**src/rtl/mio_uart_tx.sv**
```systemverilog
// MIO-bus UART transmitter: byte FIFO fed by CPU stores, 8N1 serialiser on txd, pollable status word.
// Build option: define UART_TX_PARITY_EN to add an even-parity bit between the data bits and the stop bit.
module mio_uart_tx #(
    parameter int BAUD_DIV = 868,
    parameter int FIFO_AW  = 4
) (
    input  logic        clk,
    input  logic        RSTN,
    input  logic        wr_en,
    input  logic [7:0]  wr_data,
    input  logic        clr_ovf,
    output logic        txd,
    output logic        busy,
    output logic        full,
    output logic        empty,
    output logic [31:0] status
);

    localparam int                 DEPTH      = 1 << FIFO_AW;
    localparam logic [FIFO_AW:0]   COUNT_FULL = (FIFO_AW + 1)'(DEPTH);
    localparam logic [FIFO_AW-1:0] PTR_ONE    = (FIFO_AW)'(1);
    localparam logic [15:0]        BAUD_LAST  = 16'(BAUD_DIV - 1);

    localparam logic [2:0] S_IDLE   = 3'd0;
    localparam logic [2:0] S_START  = 3'd1;
    localparam logic [2:0] S_DATA   = 3'd2;
    localparam logic [2:0] S_STOP   = 3'd4;
`ifdef UART_TX_PARITY_EN
    localparam logic [2:0] S_PARITY = 3'd3;
    localparam logic       PARITY_BUILD = 1'b1;
`else
    localparam logic       PARITY_BUILD = 1'b0;
`endif

    logic [7:0]         mem [DEPTH];
    logic [FIFO_AW-1:0] rd_ptr_reg;
    logic [FIFO_AW-1:0] wr_ptr_reg;
    logic [FIFO_AW:0]   count_reg;
    logic               ovf_reg;

    logic [2:0]  state_reg, state_next;
    logic [15:0] baud_reg, baud_next;
    logic [2:0]  bit_reg, bit_next;
    logic [7:0]  sr_reg, sr_next;
    logic        txd_reg, txd_next;
`ifdef UART_TX_PARITY_EN
    logic        par_reg, par_next;
`endif

    logic       pop;
    logic       push;
    logic       drop;
    logic       bit_done;
    logic [7:0] head;
    logic [4:0] count5;

    assign empty    = (count_reg == '0);
    assign full     = (count_reg == COUNT_FULL);
    assign busy     = (state_reg != S_IDLE);
    assign txd      = txd_reg;
    assign bit_done = (baud_reg == BAUD_LAST);

    // The head is read asynchronously so the IDLE cycle can load it into sr on the same edge as the pop.
    assign head = mem[rd_ptr_reg];
    assign pop  = (state_reg == S_IDLE) && !empty;
    assign push = wr_en && (!full || pop);
    assign drop = wr_en && full && !pop;

    generate
        if (FIFO_AW >= 4) begin : g_cnt_trim
            assign count5 = count_reg[4:0];
        end else begin : g_cnt_ext
            assign count5 = {{(4 - FIFO_AW){1'b0}}, count_reg};
        end
    endgenerate

    assign status = {16'b0, PARITY_BUILD, 2'b0, count5, 5'b0, ovf_reg, full, busy};

    always_comb begin
        state_next = state_reg;
        baud_next  = baud_reg;
        bit_next   = bit_reg;
        sr_next    = sr_reg;
`ifdef UART_TX_PARITY_EN
        par_next   = par_reg;
`endif
        case (state_reg)
            S_IDLE: begin
                if (pop) begin
                    state_next = S_START;
                    baud_next  = '0;
                    sr_next    = head;
`ifdef UART_TX_PARITY_EN
                    par_next   = ^head;
`endif
                end
            end
            S_START: begin
                if (bit_done) begin
                    state_next = S_DATA;
                    baud_next  = '0;
                    bit_next   = '0;
                end else begin
                    baud_next = baud_reg + 16'd1;
                end
            end
            S_DATA: begin
                if (bit_done) begin
                    baud_next = '0;
                    sr_next   = {1'b0, sr_reg[7:1]};
                    bit_next  = bit_reg + 3'd1;
                    if (bit_reg == 3'd7) begin
`ifdef UART_TX_PARITY_EN
                        state_next = S_PARITY;
`else
                        state_next = S_STOP;
`endif
                    end
                end else begin
                    baud_next = baud_reg + 16'd1;
                end
            end
`ifdef UART_TX_PARITY_EN
            S_PARITY: begin
                if (bit_done) begin
                    state_next = S_STOP;
                    baud_next  = '0;
                end else begin
                    baud_next = baud_reg + 16'd1;
                end
            end
`endif
            S_STOP: begin
                if (bit_done) begin
                    state_next = S_IDLE;
                    baud_next  = '0;
                end else begin
                    baud_next = baud_reg + 16'd1;
                end
            end
            default: begin
                state_next = S_IDLE;
                baud_next  = '0;
            end
        endcase

        // txd is registered, so it is decoded from where the FSM will be after this edge.
        txd_next = 1'b1;
        case (state_next)
            S_START:  txd_next = 1'b0;
            S_DATA:   txd_next = sr_next[0];
`ifdef UART_TX_PARITY_EN
            S_PARITY: txd_next = par_next;
`endif
            default:  txd_next = 1'b1;
        endcase
    end

    always_ff @(posedge clk) begin
        if (!RSTN) begin
            state_reg  <= S_IDLE;
            baud_reg   <= '0;
            bit_reg    <= '0;
            sr_reg     <= '0;
            txd_reg    <= 1'b1;
            rd_ptr_reg <= '0;
            wr_ptr_reg <= '0;
            count_reg  <= '0;
            ovf_reg    <= 1'b0;
`ifdef UART_TX_PARITY_EN
            par_reg    <= 1'b0;
`endif
        end else begin
            state_reg <= state_next;
            baud_reg  <= baud_next;
            bit_reg   <= bit_next;
            sr_reg    <= sr_next;
            txd_reg   <= txd_next;
`ifdef UART_TX_PARITY_EN
            par_reg   <= par_next;
`endif
            if (push) wr_ptr_reg <= wr_ptr_reg + PTR_ONE;
            if (pop)  rd_ptr_reg <= rd_ptr_reg + PTR_ONE;
            case ({push, pop})
                2'b10:   count_reg <= count_reg + 1'b1;
                2'b01:   count_reg <= count_reg - 1'b1;
                default: count_reg <= count_reg;
            endcase
            // A dropped write outranks a simultaneous clear.
            if (drop)         ovf_reg <= 1'b1;
            else if (clr_ovf) ovf_reg <= 1'b0;
        end
    end

    always_ff @(posedge clk) begin
        if (push) mem[wr_ptr_reg] <= wr_data;
    end

endmodule

```
**config.mk**
```make
export PLATFORM = sky130hd
export DESIGN_NAME = mio_uart_tx
export DESIGN_NICKNAME = d
export VERILOG_FILES = /design/src/rtl/mio_uart_tx.sv
export SDC_FILE = /design/constraint.sdc
export NUM_CORES = 1
export LEC_CHECK = 0
export ABC_AREA = 0
export CORE_MARGIN = 4
export CORE_UTILIZATION = 45
export DETAILED_ROUTE_END_ITERATION = 12
export PLACE_DENSITY_LB_ADDON = 0.12
export SKIP_LAST_GASP = 1
export SYNTH_ARGS = -nofsm -noshare
export SYNTH_HDL_FRONTEND = slang
export SYNTH_SLANG_ARGS = --single-unit
```
**constraint.sdc**
```tcl
create_clock -name clk -period 2.9 [get_ports clk]
set_input_delay 0.58 -clock clk [delete_from_list [all_inputs] [get_ports clk]]
set_output_delay 0.58 -clock clk [all_outputs]
set_load 0.02 [all_outputs]
```
==> flow_summary.toml <==
[timing]
final_worst_path_period_share_pct = 85.94
finalHoldViolations = 0
timing.clock.skew_ns = 0.007447
rsz0062_at_grt = "no"
setup-violations-final = 0
final-max-slew-violation-count = 0
worst-slew-pin-transition_ns = 0.7857
finalCriticalPeriod_ns = 2.492
tns_ns = 0
slew_headroom_pct = 46.27
fmax_ghz = 0.4012

[grt]
gr-usage-all-layers_pct = 16.46
largest_net_degree_at_the_start_of_global_routing = 36
grt_overflow = 0
number_of_global_route_vias_before_repair = 4238
number_of_antenna_violations_at_the_first_check_in_global_routing = 0
grt_first_pass_wirelength_um = 23210

[route]
wire_per_inst_um = 18.39
drc_errors = 0
drt_first_iter_violations = 339
detailroute.via_count = 4307
final_antenna_net_count = 0
postRouteWirelength_um = 14640
viasPerCell = 5.411
drt_pass1_iterations = 4

[floorplanning]
io_pins = 48
fp.dieW_um = 137.5
floorplan_core_area_mm2 = 0.01652
fp-row-count = 47
area_of_the_die_mm2 = 0.01890
initial_core_util_pct = 45.67
die_h_um = 137.5

[logic_synthesis]
netlist.area_leader.share_pct = 50.94
synth_enable_flop_cells = 128
synth_area_per_cell_um2 = 14.54
ys_dominant_reg_cell = "sky130_fd_sc_hd__edfxtp_1"
synth_seq_cells = 177
syn-cell-area_mm2 = 0.007546
synthDominantAreaCellType = "sky130_fd_sc_hd__edfxtp_1"
sequential_element_share_of_the_synthesized_area_pct = 63.94
synth.most_common_cell = "sky130_fd_sc_hd__edfxtp_1"
synth_warnings = 0
synth.cells.most_frequent = "sky130_fd_sc_hd__edfxtp_1, sky130_fd_sc_hd__nor2_1, sky130_fd_sc_hd__dfxtp_1"
fraction_of_registers_with_async_set_or_reset_after_synthesis_pct = 0
synth.area.top_cells = "sky130_fd_sc_hd__edfxtp_1, sky130_fd_sc_hd__dfxtp_1, sky130_fd_sc_hd__mux4_2"
synth.lib_cells_used.distinct = 54
syn_inst = 519

[power_and_ir_drop]
netSwitchingFraction_pct = 29.92
p_comb_share_pct = 25.7
ir_worst_vdd_mv = 0.4510
static-leakage-power_nw = 2.912
power.clock.fraction_pct = 31.1
share_seq_of_total_power_pct = 43.2
sw_pwr_mw = 2.099
cell_internal_pwr_mw = 4.917
p_per_area_mw_per_mm2 = 811.8

[clocking]
cts_buffer_depth = 2
post_cts_resized = 0
cts_tree = "done"
cts_post_setup_buffers_inserted = 0
clk_latency_ns = 0.42
cts_sinks = 177
ctsHtreeMaxLevel = 4
cts_buffers = 17
cts-root-buf = "sky130_fd_sc_hd__clkbuf_16"
cts.reportedPaths.clkPinSlew_ns = 0.07
cts.hold.buffers_added = 0

[cells_and_area]
final_area_mm2 = 0.008643
nets = 587
postLayoutCoreUtil_pct = 52.31
layout-drive-gt1-share_pct = 18.23
area_growth_syn_to_layout_pct = 14.54
antenna-diode-count = 0
largest_register_ff_count = 128

[run_status]
result_of_the_run = "finished, final reports clean"

[job]
max_cap_violations = 0

[worst_setup_path]
endpoint_kind = "register"
worst_ep_arrival_time_ns = 2.80
slowest_stage = "sky130_fd_sc_hd__fa_1"
cpPeakStageDelay_ns = 0.40
crit_top_cell = "sky130_fd_sc_hd__inv_1"
cp.required_ns = 3.20
critPathMaxFanout = 7
critical_path.startpoint_type = "register"
critical_path.cell_chain = "nor3_4 -> inv_1 -> a211oi_1 -> buf_4 -> inv_1 -> fa_1 -> nor2b_1 -> o21a_1 -> o211ai_1 -> o31a_1 -> mux2i_1"
timing.setup.critical_path_class = "reg -> reg"

[placement]
place_hpwl_um = 9776
buffer_ports.inserted = 23
place_congestion = 0.8012
placed_area_mm2 = 0.008077

[hold_path]
worstHoldPathType = "reg -> reg"
==> power by group through the flow <==
stage	Clock, mW	Sequential [mW]	Combinational [mW]
3_3_place_gp	0	3.09	1.81
5_1_grt	2.33	3.06	1.99
3_5_place_dp	0	3.09	1.83
4_1_cts	2.23	3.04	1.84
2_1_floorplan	0	3.08	1.26
6_report	2.18	3.03	1.81
==> through the flow <==
step	total power, mW	hold slack [ns]	instances	worst slack, ns
floorplan	4.341	0.4442	542	0.3971
global placement	4.899	0.4559	764	0.3087
detailed placement	4.926	0.4566	764	0.2932
CTS	7.103	0.4661	796	0.0003111
global route	7.381	0.5136	796	0.1921
finish	7.016	0.4652	796	0.4076
==> area by class of cell <==
class	instances	area (um2)
clock buffer	19	432.9
fill	1395	7881
multi-input combinational	301	2446
sequential	177	4826
inverter	13	48.80
clock inverter	13	126.4
tap	220	275.3
timing repair buffer	53	488.0
==> metal layers <==
metal / wire (um) / global-route usage (%) / up-vias
li1: - / - / 1997
met1: 6381 / 21.93 / 2214
met2: 7465 / 27.33 / 89
met3: 682 / 4.383 / 7
met4: 110 / 3.492 / 0
met5: 0 / 0 / -
==> path summary, 6_finish.rpt <==
path                                  start                        end  slack, ns  cells past startpoint
setup / recovery    state_reg[0]$_SDFF_PN0_     count5[4]$_SDFFE_PN0P_       0.41                     11
hold / removal    baud_reg[11]$_SDFFE_PN0P_  baud_reg[11]$_SDFFE_PN0P_       0.47                      2
setup reg to reg    state_reg[0]$_SDFF_PN0_     count5[4]$_SDFFE_PN0P_       0.41                     11
hold reg to reg   baud_reg[11]$_SDFFE_PN0P_  baud_reg[11]$_SDFFE_PN0P_       0.47                      2
==> cells in the final DEF (no fill, tap or decap), types with 12 or more instances in the layout <==
cell | synthesis | routed
sky130_fd_sc_hd__edfxtp_1 | 128 | 128
sky130_fd_sc_hd__nor2_1 | 50 | 50
sky130_fd_sc_hd__dfxtp_1 | 49 | 48
sky130_fd_sc_hd__mux4_2 | 37 | 37
sky130_fd_sc_hd__nand2_1 | 32 | 32
sky130_fd_sc_hd__buf_4 | 28 | 28
sky130_fd_sc_hd__conb_1 | 1 | 24
sky130_fd_sc_hd__clkdlybuf4s50_1 | 0 | 20
sky130_fd_sc_hd__clkbuf_16 | 0 | 17
sky130_fd_sc_hd__nand3_1 | 15 | 15
sky130_fd_sc_hd__a21oi_1 | 13 | 13
sky130_fd_sc_hd__inv_1 | 12 | 12
sky130_fd_sc_hd__xor2_1 | 12 | 12
==> critical path, delay by kind of cell (launching register included) <==
family,cells,cell delay (ns)
AOI/OAI and AO/OA,4,0.63
adders and majority gates,1,0.40
buffers and inverters,3,0.45
DFF,1,0.33
muxes,1,0.11
and+or+nand+nor,2,0.46
==> cells by family after synthesis <==
group           count (synthesis)  synth area share, %
compound gates                 56                5.074
xor+xnor                       23                2.669
fa+ha+maj                      12                2.089
buf+inv                        64                4.792
flops                         177                63.94
mux                            46                12.27
other cells                     1              0.04970
simple gates                  140                9.120
(Power assumes the default switching activity.)
